**src/rtl/brick_arbiter.sv**
```systemverilog
// Arbitrates renderer reads, ball-hit read-modify-write updates and level loads onto one
// single-port brick RAM. Define BRICK_ARB_STARVE_GUARD_EN to stop reads starving updates.
module brick_arbiter #(
  parameter int DEPTH = 64,
  parameter int AW    = 6
) (
  input  logic          clk,
  input  logic          rst,
  input  logic          rd_req,
  input  logic [AW-1:0] rd_addr,
  output logic [1:0]    rd_data,
  output logic          rd_valid,
  input  logic          upd_req,
  input  logic [AW-1:0] upd_addr,
  output logic          upd_ack,
  output logic [1:0]    upd_old,
  input  logic          load_req,
  input  logic [2:0]    load_level,
  output logic          load_busy,
  output logic          load_done,
  output logic [AW-1:0] mem_addr,
  output logic          mem_we,
  output logic [1:0]    mem_wdata,
  input  logic [1:0]    mem_rdata,
  output logic [AW:0]   bricks_left
);

  localparam logic [1:0] IDLE   = 2'd0;
  localparam logic [1:0] RMW_RD = 2'd1;
  localparam logic [1:0] RMW_WR = 2'd2;
  localparam logic [1:0] LOAD   = 2'd3;

  localparam logic [AW-1:0] LAST_ADDR   = AW'(DEPTH - 1);
  localparam logic [AW-1:0] FIRST_NEXT  = AW'(1);
  localparam logic [AW:0]   BRICKS_FULL = (AW + 1)'(DEPTH);

  // Brick strength for a cell: cycles 1,2,3 along the address, rotated by the level.
  function automatic logic [1:0] level_value(input logic [2:0] addr_lo, input logic [2:0] level);
    logic [3:0] sum;
    sum = {1'b0, addr_lo} + {1'b0, level};
    return 2'(sum % 4'd3) + 2'd1;
  endfunction

  logic [1:0]    state_r;
  logic [1:0]    nxt_state_s;
  logic [AW-1:0] load_cnt_r;
  logic [2:0]    level_r;
  logic          rd_valid_r;
  logic          load_done_r;
  logic [AW:0]   bricks_left_r;

  logic idle_s;
  logic upd_first_s;
  logic grant_load_s;
  logic grant_rd_s;
  logic grant_upd_s;
  logic load_last_s;

  assign idle_s       = rst && (state_r == IDLE);
  assign grant_load_s = idle_s && load_req;
  assign grant_rd_s   = idle_s && !load_req && rd_req && !upd_first_s;
  assign grant_upd_s  = idle_s && !load_req && upd_req && (!rd_req || upd_first_s);
  assign load_last_s  = (state_r == LOAD) && (load_cnt_r == LAST_ADDR);

`ifdef BRICK_ARB_STARVE_GUARD_EN
  logic [4:0] starve_cnt_r;

  assign upd_first_s = upd_req && (starve_cnt_r == 5'd16);

  // Counts consecutive IDLE cycles in which a pending update lost arbitration.
  always_ff @(posedge clk or negedge rst) begin
    if (!rst) begin
      starve_cnt_r <= 5'd0;
    end else if (state_r == IDLE) begin
      if (!upd_req || grant_upd_s) begin
        starve_cnt_r <= 5'd0;
      end else if (starve_cnt_r != 5'd16) begin
        starve_cnt_r <= starve_cnt_r + 5'd1;
      end else begin
        starve_cnt_r <= starve_cnt_r;
      end
    end else begin
      starve_cnt_r <= starve_cnt_r;
    end
  end
`else
  assign upd_first_s = 1'b0;
`endif

  // RAM port, handshake pulses and next state; everything is forced quiet while rst is low.
  always_comb begin
    nxt_state_s = state_r;
    mem_addr    = {AW{1'b0}};
    mem_we      = 1'b0;
    mem_wdata   = 2'd0;
    upd_ack     = 1'b0;
    upd_old     = 2'd0;
    load_busy   = 1'b0;
    if (rst) begin
      case (state_r)
        IDLE: begin
          if (grant_load_s) begin
            nxt_state_s = LOAD;
            load_busy   = 1'b1;
            mem_we      = 1'b1;
            mem_wdata   = level_value(3'd0, load_level);
          end else if (grant_rd_s) begin
            mem_addr = rd_addr;
          end else if (grant_upd_s) begin
            nxt_state_s = RMW_RD;
          end else begin
            nxt_state_s = IDLE;
          end
        end
        RMW_RD: begin
          mem_addr    = upd_addr;
          nxt_state_s = RMW_WR;
        end
        RMW_WR: begin
          mem_addr = upd_addr;
          upd_ack  = 1'b1;
          upd_old  = mem_rdata;
          if (mem_rdata != 2'd0) begin
            mem_we    = 1'b1;
            mem_wdata = mem_rdata - 2'd1;
          end else begin
            mem_we    = 1'b0;
            mem_wdata = 2'd0;
          end
          nxt_state_s = IDLE;
        end
        LOAD: begin
          load_busy = 1'b1;
          mem_we    = 1'b1;
          mem_addr  = load_cnt_r;
          mem_wdata = level_value(load_cnt_r[2:0], level_r);
          if (load_last_s) begin
            nxt_state_s = IDLE;
          end else begin
            nxt_state_s = LOAD;
          end
        end
        default: begin
          nxt_state_s = IDLE;
        end
      endcase
    end else begin
      nxt_state_s = IDLE;
    end
  end

  // State, load sequencing, read-valid and live brick count.
  always_ff @(posedge clk or negedge rst) begin
    if (!rst) begin
      state_r       <= IDLE;
      load_cnt_r    <= {AW{1'b0}};
      level_r       <= 3'd0;
      rd_valid_r    <= 1'b0;
      load_done_r   <= 1'b0;
      bricks_left_r <= {(AW + 1){1'b0}};
    end else begin
      state_r     <= nxt_state_s;
      rd_valid_r  <= grant_rd_s;
      load_done_r <= load_last_s;
      if (grant_load_s) begin
        load_cnt_r <= FIRST_NEXT;
        level_r    <= load_level;
      end else if (state_r == LOAD) begin
        load_cnt_r <= load_cnt_r + FIRST_NEXT;
      end else begin
        load_cnt_r <= load_cnt_r;
      end
      // A brick only disappears when a hit takes it from strength 1 to 0.
      if (load_last_s) begin
        bricks_left_r <= BRICKS_FULL;
      end else if ((state_r == RMW_WR) && (mem_rdata == 2'd1) &&
                   (bricks_left_r != {(AW + 1){1'b0}})) begin
        bricks_left_r <= bricks_left_r - {{AW{1'b0}}, 1'b1};
      end else begin
        bricks_left_r <= bricks_left_r;
      end
    end
  end

  assign rd_valid    = rd_valid_r;
  assign rd_data     = rd_valid_r ? mem_rdata : 2'd0;
  assign load_done   = load_done_r;
  assign bricks_left = bricks_left_r;

endmodule

```
**config.mk**
```make
export PLATFORM = sky130hd
export DESIGN_NAME = brick_arbiter
export DESIGN_NICKNAME = d
export VERILOG_FILES = /design/src/rtl/brick_arbiter.sv
export SDC_FILE = /design/constraint.sdc
export NUM_CORES = 1
export LEC_CHECK = 0
export CORE_UTILIZATION = 52
export DETAILED_ROUTE_END_ITERATION = 8
export PLACE_DENSITY = 0.84
export SYNTH_ARGS = -nofsm -noshare
export SYNTH_HDL_FRONTEND = slang
export SYNTH_SLANG_ARGS = --single-unit
export TNS_END_PERCENT = 1
```
**constraint.sdc**
```tcl
create_clock -name clk -period 11.2 [get_ports clk]
set_input_delay 2.24 -clock clk [delete_from_list [all_inputs] [get_ports clk]]
set_output_delay 2.24 -clock clk [all_outputs]
set_load 0.05 [all_outputs]
```
# ---- Word level (Yosys, flattened, before mapping)
# Cells that the tools add are included.
dict set report word_totals {
  regBits 20
  in_bits 22
  out_inout_bits 24
  word_cells 66
}
dict set report classes {
  add_sub_neg 6
  div_mod_pow 2
  n_eq_ne 6
  muxes 29
  reduce_logical 17
}
# cell n
set op_table {}
lappend op_table {{6-bit two-way mux} 5}
lappend op_table {{2-bit two-way mux} 10}
lappend op_table {{6-bit one-hot mux with 3 select lines} 1}
lappend op_table {{7-bit two-way mux} 2}
lappend op_table {{1-bit logical AND} 9}
lappend op_table {{2-bit one-hot mux with 4 select lines} 1}
lappend op_table {{1-bit two-way mux} 7}
lappend op_table {{7-bit nonzero test} 1}
lappend op_table {{7-bit by 1-bit subtractor with 7-bit output (second input constant)} 1}
lappend op_table {{6-bit by 1-bit adder with 6-bit output (second input constant)} 1}
lappend op_table {{6-bit equality test (second input constant)} 1}
lappend op_table {{2-bit one-hot mux with 3 select lines} 1}
lappend op_table {{2-bit nonzero test} 3}
lappend op_table {{2-bit by 1-bit adder with 2-bit output (second input constant)} 2}
lappend op_table {{3-bit by 3-bit adder with 4-bit output} 1}
lappend op_table {{2-bit by 1-bit equality test with 1-bit output (second input constant)} 2}
lappend op_table {{2-bit equality test (second input constant)} 2}
lappend op_table {{3-bit by 2-bit modulo with 4-bit output (second input constant)} 1}
lappend op_table {{4-bit by 2-bit modulo with 4-bit output (second input constant)} 1}
lappend op_table {{4-bit inequality test (second input constant)} 1}
lappend op_table {{1-bit one-hot mux with 3 select lines} 1}
lappend op_table {{1-bit logical NOT} 2}
lappend op_table {{2-bit logical NOT} 1}
lappend op_table {{1-bit one-hot mux with 2 select lines} 1}
lappend op_table {{2 further kinds} 2}

# ---- Logic depth before layout (Yosys ltp)
dict set report logic_depth {
  word_depth 10
  ltp_mapped 16
  mapped_depth_nobuf 14
}

# ---- Least setup slack after synthesis
# No wires, ideal clock.
dict set report synth_timing {
  path_kind {input port to output port}
  startpoint {in load_level[1]}
  endpoint {out mem_wdata[1]}
  arrival_time_ps 3842
  t_required_ps 8960
  setup_slack_ps 5118
  path_stages 8
  path_buffers 0
  cell_sequence {inv_1 nor2_1 ha_1 a21oi_1 o2bb2ai_1 xor2_1 a32oi_1 a31oi_1}
}
dict set report synth_between {
  elab_chain_len 5
}
# item line
set synth_lines {}
lappend synth_lines {{start, declared} 18} ;# input logic [2:0] load_level,
lappend synth_lines {{3-bit by 2-bit modulo with 4-bit output} 41} ;# return 2'(sum % 4'd3) + 2'd1;
lappend synth_lines {{2-bit by 1-bit adder with 2-bit output} 41}
lappend synth_lines {{2-bit two-way mux} 102} ;# if (grant_load_s) begin
lappend synth_lines {{2-bit one-hot mux with 3 select lines} 100} ;# case (state_r)
lappend synth_lines {{2-bit two-way mux} 99} ;# if (rst) begin
lappend synth_lines {{end, declared} 23} ;# output logic [1:0] mem_wdata,
# Every way passes these cells.

# ---- Worst setup path in the final report
dict set report layout_timing {
  startpoint {in rst}
  endpoint {out load_busy}
}
dict set report layout_between {
  elab_chain_len 5
}
# item line
set layout_lines {}
lappend layout_lines {{start, declared} 8} ;# input logic rst,
lappend layout_lines {{1-bit logical AND} 59} ;# assign idle_s = rst && (state_r == IDLE);
lappend layout_lines {{1-bit logical AND} 60} ;# assign grant_load_s = idle_s && load_req;
lappend layout_lines {{1-bit two-way mux} 102}
lappend layout_lines {{1-bit one-hot mux with 2 select lines} 100}
lappend layout_lines {{1-bit two-way mux (*)} 99}
lappend layout_lines {{end, declared} 19} ;# output logic load_busy,
# Every way passes the cells marked *; elsewhere a longest branch is shown, timed or not.

==> results.md <==
Critical path:
- The highest cell delay on the worst timing path is 0.84 ns.
- The reg-to-reg critical path startpoint is state_r[0].
- At the worst endpoint, the arrival time is 4.69 ns.
- Tracing the worst setup path back leads to its startpoint at rst.
- The critical path is of the in2out type.
- The maximum fanout along the worst path is 36.
- Data on the critical path is required at its endpoint by 8.96 ns.
- The kind of end point of the critical path is an output pin.
- The category of the worst setup path launch point is an input port.
- The endpoint identified for the worst register-to-register timing path is bricks_left[5].
- Across all register-to-register paths, the minimum setup slack is 9.12 ns.
- The cell that appears most often on the critical path is sky130_fd_sc_hd__clkdlybuf4s50_1.
- Following the worst setup path forward leads to its endpoint at load_busy.
- The library cell contributing the largest single delay on the critical path is sky130_fd_sc_hd__clkdlybuf4s50_1.
- Measured in cells, the most critical reg-to-reg path has a length of 8.
- Traced cell by cell, the critical path runs through clkdlybuf4s50_1, buf_4, and3_1, nor2_1, nor3b_1, clkdlybuf4s50_1.

Yosys:
- After synthesis, the cell types taking the most area are sky130_fd_sc_hd__dfrtp_1 (30%), sky130_fd_sc_hd__ha_1 (11%), sky130_fd_sc_hd__nor2_1 (5.2%).
- The number of warning messages in the yosys log is 0.
- Synthesis handed over a netlist of 201 instances.
- A synthesized cell averages 8.29 um2.
- The number of nets in the synthesized netlist is 239.
- The share of the Yosys chip area taken by registers is 30.1%.
- The synthesized design contains 0 enable-type register cells.
- In the synthesized netlist, the cells that appear most often are sky130_fd_sc_hd__nor2_1 (23), sky130_fd_sc_hd__dfrtp_1 (20), sky130_fd_sc_hd__nand2_1 (19).
- The top cell type's share of synthesized area is 30.1%.
- The number of distinct standard cells referenced by the synthesized netlist is 40.
- Of all flip-flops after synthesis, the portion carrying an async set or reset was 100%.
- The library cell with the largest summed area after synthesis is sky130_fd_sc_hd__dfrtp_1.
- The most instantiated flip-flop cell in the synthesis netlist is sky130_fd_sc_hd__dfrtp_1.
- The mapped netlist covers 1670 um2.
- The number of storage elements in the synthesis netlist is 20.
- Yosys instantiated no cell more often than sky130_fd_sc_hd__nor2_1.

Clock tree:
- The maximum number of buffers from clock root to sink is 2.
- The clock root buffer master is sky130_fd_sc_hd__clkbuf_4.
- TritonCTS built the clock tree.
- Buffers inserted during clock tree synthesis total 3.
- The CTS sink count is 20.
- The number of H-tree branching levels is 1.
- The number of setup buffers added after CTS is 0.
- The insertion delay to the later sink of the worst-skew pair is 0.29 ns.
- The number of buffers added to fix hold violations after cts is 0.
- The number of gates resized after cts is 0.
- The post-CTS clock slew at the launch and capture registers of the worst setup and hold paths is 0.10 ns.

Floorplanning:
- The core area is 3050 um2.
- After floorplanning, the core was divided into 20 placement rows.
- The number of top-level design ports is 46.
- The die footprint is 3430 um2.
- The starting density of the core is 54.5%.
- In this run the vertical extent of the chip is 58.6 um.
- In this run the horizontal extent of the chip is 58.6 um.

Drt:
- The average via count per standard cell is 5.36.
- After detailed routing, the total wire length is 3670 um.
- After detailed routing, the number of remaining DRC violations is 0.
- The detailed router placed 1528 vias in this run.
- The number of nets with antenna violations after routing is 0.
- In this run, the number of DRC markers left after iteration 0 of detailed routing was 30.
- After detailed routing, the average wire length per cell comes to 12.9 um.
- The first-pass iteration count of the detailed router is 4.

Min path:
- The min-delay analysis places its worst path in the category reg2reg.
- The worst hold path cell count is 2.

Global route:
- The first-pass GRT wire length is 6240 um.
- The largest net degree at the start of global routing is 37.
- The number of antenna violations at the first check in global routing is 0.
- Across every metal layer, demand over resource in global routing totals 23.7%.
- The number of global-route vias before repair is 1461.
- The remaining global-route overflow is 0.

Finish:
- After the flow finishes, the layout carries non-filler instances totaling 285.
- The number of inserted filler cells in the final layout is 279.
- The net count of the finished layout is 281.
- The final instance area is 2160 um2.
- The layout cell share with drive strength beyond 1 is 3.73%.
- The repair_antennas step left the layout with diodes totalling 0.
- Cells fill 70.7% of the core in the end.
- Compared with the post-synthesis result, the final layout area differs by 29.7%.

Timing:
- The total negative setup slack is 0 ns.
- The hold violation count in the final report is 0.
- Static timing analysis puts the maximum clock frequency at 144 MHz.
- The number of failing setup endpoints in the final timing report is 0.
- Setup repair after global routing left no endpoint under its margin.
- The shortest period the worst path allows is 6.93 ns.
- The count of final max-slew check failures came to 0.
- The relative slew slack is 57.7%.
- For the final database, setup skew stands at 0.00323 ns.
- The final period utilization is 61.9%.
- At the pin with the least slew margin, the transition time is 0.634 ns.

Run:
- The tool flagged a number of max-cap violations equal to 0.

Placement:
- The cell count after placement is 282.
- The HPWL after detailed placement is 2900 um.
- The post-placement cell area is 2140 um2.
- The congestion estimate from routability-driven global placement came to 0.780.
- Port buffering added 45 buffers.

Power:
- Dividing total power by cell area gives a power density of 257 nW/um2.
- Summed over all cells, the static leakage comes to 0.000906 uW.
- The total power draw is 556 uW.
- IR analysis of the VDD net gives a maximum drop of 0.150 mV.

Run status:
- The flow ran to the end, and the final reports show no timing, DRC or antenna violations.
-- stage by stage --
| step | setup WS (ns) | hold WS (ns) |
|---|---|---|
| 2_1_floorplan | 5.12 | 0.450 |
| 3_3_place_gp | 4.23 | 0.474 |
| 3_5_place_dp | 4.25 | 0.492 |
| 4_1_cts | 4.23 | 0.515 |
| 5_1_grt | 4.03 | 0.561 |
| 6_report | 4.27 | 0.511 |
-- sequential cells by signal, indices dropped and copies added (netlist names) --
| register | cells |
|---|---|
| load_done | 1 |
| level_r | 3 |
| load_cnt_r | 6 |
| state_r | 2 |
| rd_valid | 1 |
| bricks_left | 7 |
-- metal layers --
layer / up-vias / wire [um] / GRT usage, %
met1: 698 / 1680 / 30.8
met2: 44 / 1740 / 39.6
met5: - / 0 / 0
met4: 0 / 86 / 9.86
li1: 777 / - / -
met3: 9 / 167 / 3.74
-- kinds of logic (layout without fill, tap and decap cells) --
| kind of cell | Yosys count | count (layout) | share of synthesized area, % |
|---|---|---|---|
| AO/OA/AOI/OAI | 42 | 42 | 16.8 |
| XOR/XNOR | 13 | 13 | 6.84 |
| flip-flops | 20 | 20 | 30.1 |
| AND/OR/NAND/NOR | 86 | 86 | 27.6 |
| adder cells (fa/ha/maj) | 16 | 16 | 12.5 |
| multiplexers | 1 | 1 | 0.601 |
| buffers and inverters | 23 | 63 | 5.63 |
-- placed cells by master (no fill, tap or decap), drive strengths merged, types with 4 or more instances in the layout --
cell / n
o21ai: 8
nor2: 23
xor2: 7
dfrtp: 20
clkdlybuf4s50: 45
ha: 15
and3: 4
nand2b: 6
nor2b: 7
nand2: 19
inv: 14
a22oi: 6
xnor2: 6
a21oi: 17
and2: 4
nand3: 4
-- area by class of cell --
cell class | count | area [um2] | area share [%]
clock buffer | 3 | 22.5 | 1.04
sequential | 20 | 500 | 23.2
multi-input combinational | 158 | 1070 | 49.6
timing repair buffer | 46 | 458 | 21.2
inverter | 14 | 52.6 | 2.43
tap | 44 | 55.1 | 2.55
-- how the worst min path moves through the flow --
stage,slack [ns],startpoint,to
after floorplan,0.45,level_r[0],level_r[0]
after CTS,0.51,level_r[0],level_r[0]
after global placement,0.47,level_r[0],level_r[0]
final,0.51,level_r[0],level_r[0]
after global routing,0.56,level_r[0],level_r[0]
after detailed placement,0.49,level_r[0],level_r[0]
-- critical path, delay by kind of cell --
family	cells	cell delay (ns)
buffers and inverters	3	1.63
and+or+nand+nor	3	0.80
-- power by group --
part / switching (uW) / internal [uW] / total [uW] / leakage [uW]
Combinational: 236 / 163 / 399 / 0.000639
Clock: 19.9 / 12.5 / 32.4 / 0.0000138
Sequential: 29.2 / 95.6 / 125 / 0.000253
Total: 285 / 271 / 556 / 0.000906
Note: power is estimated with default switching activity, not from simulation.
==> variant 1, RTL diff (same flow settings) <==
`AW`: 6 -> 5.
--- a/src/rtl/brick_arbiter.sv
+++ b/src/rtl/brick_arbiter.sv
@@ -4,3 +4,3 @@
   parameter int DEPTH = 64,
-  parameter int AW    = 6
+  parameter int AW    = 5
 ) (
Ports: changed (resized bricks_left, mem_addr, rd_addr and upd_addr); port bits go from 46 to 42. No check against the original RTL was run, so the function may have changed too.
==> variant 1 against the original RTL <==
The flow now finishes with violations (DRC); combinational power shrank 22%; worst hold slack gained 0.0080 ns; clock skew grew 0.00096 ns; setup slack lost 0.33 ns; die area shrank 2.4%; area after synthesis shrank 2.5%; cell area shrank 4.3%; global-route usage grew 0.95 points; power shrank 21%; sequential cell count shrank 2; non-clock buffer count shrank 4; critical path depth grew 11; wire length grew 6.1%; fmax shrank 4.5%; critical path type is now reg -> out; highest routed layer unchanged.
==> variant 1: results (changes against the original RTL) <==
<table>
<tr><th>Metric</th><th>Value</th></tr>
<tr><th colspan="2">Status</th></tr>
<tr><td>Run status</td><td>finished, violations left</td></tr>
<tr><td>Failing checks</td><td>DRC</td></tr>
<tr><th colspan="2">Worst setup path</th></tr>
<tr><td>Flop2flop setup slack</td><td>9.27 ns (+0.15 ns)</td></tr>
<tr><td>Worst setup endpoint</td><td>mem_wdata[1]</td></tr>
<tr><td>Crit path from</td><td>load_cnt_r[0]</td></tr>
<tr><td>Signal arrival time at the worst endpoint</td><td>5.02 ns (+0.33 ns)</td></tr>
<tr><td>Worst-path fanout max</td><td>8 (-78%)</td></tr>
<tr><th colspan="2">Detailed routing</th></tr>
<tr><td>Vias per Instance</td><td>5.76 (+7.4%)</td></tr>
<tr><td>DRC violation total after the first TritonRoute iteration</td><td>109 (+260%)</td></tr>
<tr><td>Iteration count of the initial detailed-routing pass</td><td>6 (+2)</td></tr>
<tr><td>DRC violation count after routing</td><td>1 (+1)</td></tr>
<tr><td>Via total after detailed routing</td><td>1515 (-0.85%)</td></tr>
<tr><th colspan="2">Pwr</th></tr>
<tr><td>Static Leakage</td><td>0.916 nW (+1.1%)</td></tr>
<tr><td>Maximum vdd drop</td><td>92.4 uV (-38%)</td></tr>
<tr><td>Switching power</td><td>0.212 mW (-25%)</td></tr>
<tr><th colspan="2">Global routing</th></tr>
<tr><td>First-pass GRT wire length</td><td>6360 um (+2.0%)</td></tr>
<tr><td>Via count of the first global-routing pass</td><td>1484 (+1.6%)</td></tr>
<tr><th colspan="2">Synth</th></tr>
<tr><td>Sequential area share after synthesis</td><td>27.7% (-2.3 points)</td></tr>
<tr><th colspan="2">Place</th></tr>
<tr><td>Number of port buffers</td><td>41 (-8.9%)</td></tr>
<tr><td>Placed Cells</td><td>259 (-8.2%)</td></tr>
<tr><td>Placement-stage cell area</td><td>2030 um^2 (-5.0%)</td></tr>
<tr><td>Worst setup timing slack at the placement stage</td><td>4.05 ns (-0.196 ns)</td></tr>
<tr><th colspan="2">Cells and area</th></tr>
<tr><td>Area of combinational cells with multiple inputs</td><td>1080 um^2 (+0.58%)</td></tr>
<tr><th colspan="2">Timing</th></tr>
<tr><td>Setup skew after layout</td><td>0.00419 ns (+0.000958 ns)</td></tr>
<tr><td>Maximum clock frequency</td><td>138 MHz (-4.5%)</td></tr>
</table>
[variant 1: routing by layer]
metal  global-route usage (%)  routed length [um]  up-vias  part of all wire (%)
li1                         -                   -      749                     -
met5                        0                   0        -                     0
met3                     4.02                 189        9                   4.9
met4                     11.2                  73        0                   1.9
met2                     42.9                1940       55                    50
met1                     29.9                1680      702                    43
[variant 1: area by class of cell]
cell class                 instances  area share (%)
clock buffer                       4            1.76
inverter                          12            2.18
multi-input combinational        156            52.2
sequential                        18            21.8
tap                               31            1.88
timing repair buffer              42            20.2
[variant 1: cell families (layout without fill, tap and decap cells)]
family                     after synthesis  count (layout)  share of synthesized area, %
muxes                                    3               3                          1.93
buffers and inverters                   20              58                          5.93
AOI/OAI and AO/OA                       33              33                          14.6
xor gates and xnor gates                12              12                          6.47
DFF                                     18              18                          27.7
and+or+nand+nor                         91              91                          29.7
adders and majority gates               17              17                          13.6
[variant 1: worst register-to-register path: cells and delay by family (launching register included)]
family | cells | cell delay, ns
AOI/OAI and AO/OA | 1 | 0.48
DFF | 1 | 0.45
and+or+nand+nor | 3 | 0.38
adders and majority gates | 1 | 0.27
xor gates and xnor gates | 1 | 0.18
buffers and inverters | 1 | 0.11
[variant 1: power groups by stage]
stage	sequential, mW	combinational [mW]	clock [mW]
after floorplan	0.0865	0.249	0
after CTS	0.0882	0.309	0.0415
after global placement	0.0889	0.290	0
after detailed placement	0.0896	0.308	0
after global routing	0.0909	0.344	0.0427
final	0.0887	0.311	0.0412
==> variant 2, RTL diff (config.mk and constraints unchanged) <==
Without the edit above. The option `BRICK_ARB_STARVE_GUARD_EN` is turned on by a define.
--- a/src/rtl/brick_arbiter.sv
+++ b/src/rtl/brick_arbiter.sv
@@ -2,2 +2,4 @@
 // single-port brick RAM. Define BRICK_ARB_STARVE_GUARD_EN to stop reads starving updates.
+`define BRICK_ARB_STARVE_GUARD_EN
+
 module brick_arbiter #(
Function: same outputs for any inputs over 10 cycles, from zero or initial values and one cycle with rst low; that may be too few to reach the edited logic, so the function may still have changed.
==> variant 2 against the original RTL <==
Die area increased by 17%; wire length increased by 26%; cell area rose by 16%; count of clock-buffer cells in the layout is 1 higher; area after synthesis rose by 18%; first-iteration DRC count rose to 3.7 times the old value; sequential cell count increased by 5; clock power is 65% higher; combinational power down 38%; power down 22%; setup slack got worse by 0.44 ns; worst hold slack worse by 0.011 ns.
==> variant 2: results (changes against the original RTL) <==
<table>
<tr><th>Metric</th><th>Value</th></tr>
<tr><th colspan="2">Detailed routing</th></tr>
<tr><td>Vias per Instance</td><td>5.62 (+4.9%)</td></tr>
<tr><td>Met1 Routed Length</td><td>2210 um (+32%)</td></tr>
<tr><td>Avg WL per Cell</td><td>14.1 um (+9.4%)</td></tr>
<tr><td>Via total after detailed routing</td><td>1844 (+21%)</td></tr>
<tr><th colspan="2">Cells and area</th></tr>
<tr><td>Number of clock buffers in the layout</td><td>4 (+1)</td></tr>
<tr><td>Layout filler cell count</td><td>287 (+2.9%)</td></tr>
<tr><td>Fraction of layout instances using a drive strength above 1</td><td>4.61% (+0.88 points)</td></tr>
<tr><td>Register share of the cell area</td><td>25.1% (+1.9 points)</td></tr>
<tr><td>Non-clock inverter count</td><td>18 (+4)</td></tr>
<tr><td>Fraction of area in non-clock buffers</td><td>18.3% (-2.9 points)</td></tr>
<tr><th colspan="2">Pwr</th></tr>
<tr><td>Maximum vdd drop</td><td>100 uV (-33%)</td></tr>
<tr><td>Internal Dissipation</td><td>0.232 mW (-14%)</td></tr>
<tr><th colspan="2">Global routing</th></tr>
<tr><td>GR Util met2</td><td>40.6% (+0.99 points)</td></tr>
<tr><td>Gr usage total</td><td>24.1% (+0.42 points)</td></tr>
<tr><td>Via count of the first global-routing pass</td><td>1705 (+17%)</td></tr>
<tr><td>Maximum number of pins on one net before global-route repair</td><td>43 (+16%)</td></tr>
<tr><td>M3 GR Usage</td><td>3.80% (+0.068 points)</td></tr>
<tr><td>First-pass GRT wire length</td><td>7800 um (+25%)</td></tr>
<tr><th colspan="2">Clocking</th></tr>
<tr><td>Clock root buffer master</td><td>sky130_fd_sc_hd__clkbuf_8</td></tr>
<tr><td>Source-to-sink clock delay at the later pin of the worst-skew pair</td><td>0.27 ns (-0.02 ns)</td></tr>
<tr><td>Clock tree sinks</td><td>25 (+25%)</td></tr>
<tr><th colspan="2">Synth</th></tr>
<tr><td>Number of different library cells in the post-synthesis netlist</td><td>43 (+7.5%)</td></tr>
<tr><td>Cell types with the largest area share after synthesis</td><td>sky130_fd_sc_hd__dfrtp_1 32%, sky130_fd_sc_hd__ha_1 11%, sky130_fd_sc_hd__nor2_1 5.0%, sky130_fd_sc_hd__nand2_1 4.4%, sky130_fd_sc_hd__a21oi_1 3.8%</td></tr>
<tr><td>XOR/XNOR share of the synthesized area</td><td>5.34% (-1.5 points)</td></tr>
<tr><th colspan="2">Hold path</th></tr>
<tr><td>Worst hold path endpoint</td><td>level_r[2]</td></tr>
<tr><td>Worst hold path startpoint</td><td>level_r[2]</td></tr>
<tr><th colspan="2">Place</th></tr>
<tr><td>Placer Congestion</td><td>0.868 (+11%)</td></tr>
<tr><th colspan="2">Status</th></tr>
<tr><td>Run status</td><td>finished clean</td></tr>
<tr><th colspan="2">Timing</th></tr>
<tr><td>Normalized max-slew margin</td><td>50.4% (-7.3 points)</td></tr>
<tr><th colspan="2">Worst setup path</th></tr>
<tr><td>Worst setup endpoint</td><td>mem_addr[4]</td></tr>
<tr><td>Flop2flop setup slack</td><td>9.11 ns (about the same)</td></tr>
</table>
## variant 2: cell types whose count changed in the layout (fill, tap and decap cells not counted), moves of 3 or more
cell	delta
sky130_fd_sc_hd__clkbuf_4	-3
sky130_fd_sc_hd__clkbuf_8	+3
sky130_fd_sc_hd__dfrtp_1	+5
sky130_fd_sc_hd__inv_1	+4
sky130_fd_sc_hd__nand2_1	+4
sky130_fd_sc_hd__nand3_1	+6
sky130_fd_sc_hd__nor2_1	+3
sky130_fd_sc_hd__nor2b_1	+5
sky130_fd_sc_hd__nor3_1	+5
sky130_fd_sc_hd__o21ai_0	+5
sky130_fd_sc_hd__o31ai_1	+4
## variant 2: metrics by stage
step	cell area [um^2]	util [%]	hold WS [ns]	setup WS (ns)
after CTS	2500	72.0	0.501	3.78
after floorplan	1970	-	0.445	4.63
after global placement	2450	70.7	0.465	3.98
after global routing	2500	72.0	0.525	3.54
final	2500	72.0	0.500	3.83
after detailed placement	2450	70.7	0.475	3.80
## variant 2: logic make-up after synthesis
| kind of cell | after synthesis |
|---|---|
| DFF | 25 |
| and+or+nand+nor | 107 |
| xor gates and xnor gates | 12 |
| buffers and inverters | 26 |
| adders and majority gates | 18 |
| AOI/OAI and AO/OA | 50 |
| muxes | 2 |
## variant 2: worst max-delay path: stages
cell                              delay (ns)
sky130_fd_sc_hd__clkdlybuf4s50_1        0.46
sky130_fd_sc_hd__buf_4                  0.38
sky130_fd_sc_hd__nor2b_1                0.29
sky130_fd_sc_hd__nand2_1                0.08
sky130_fd_sc_hd__nor2_1                 0.51
sky130_fd_sc_hd__a21oi_1                0.16
sky130_fd_sc_hd__nor2b_1                0.16
sky130_fd_sc_hd__clkdlybuf4s50_1        0.82
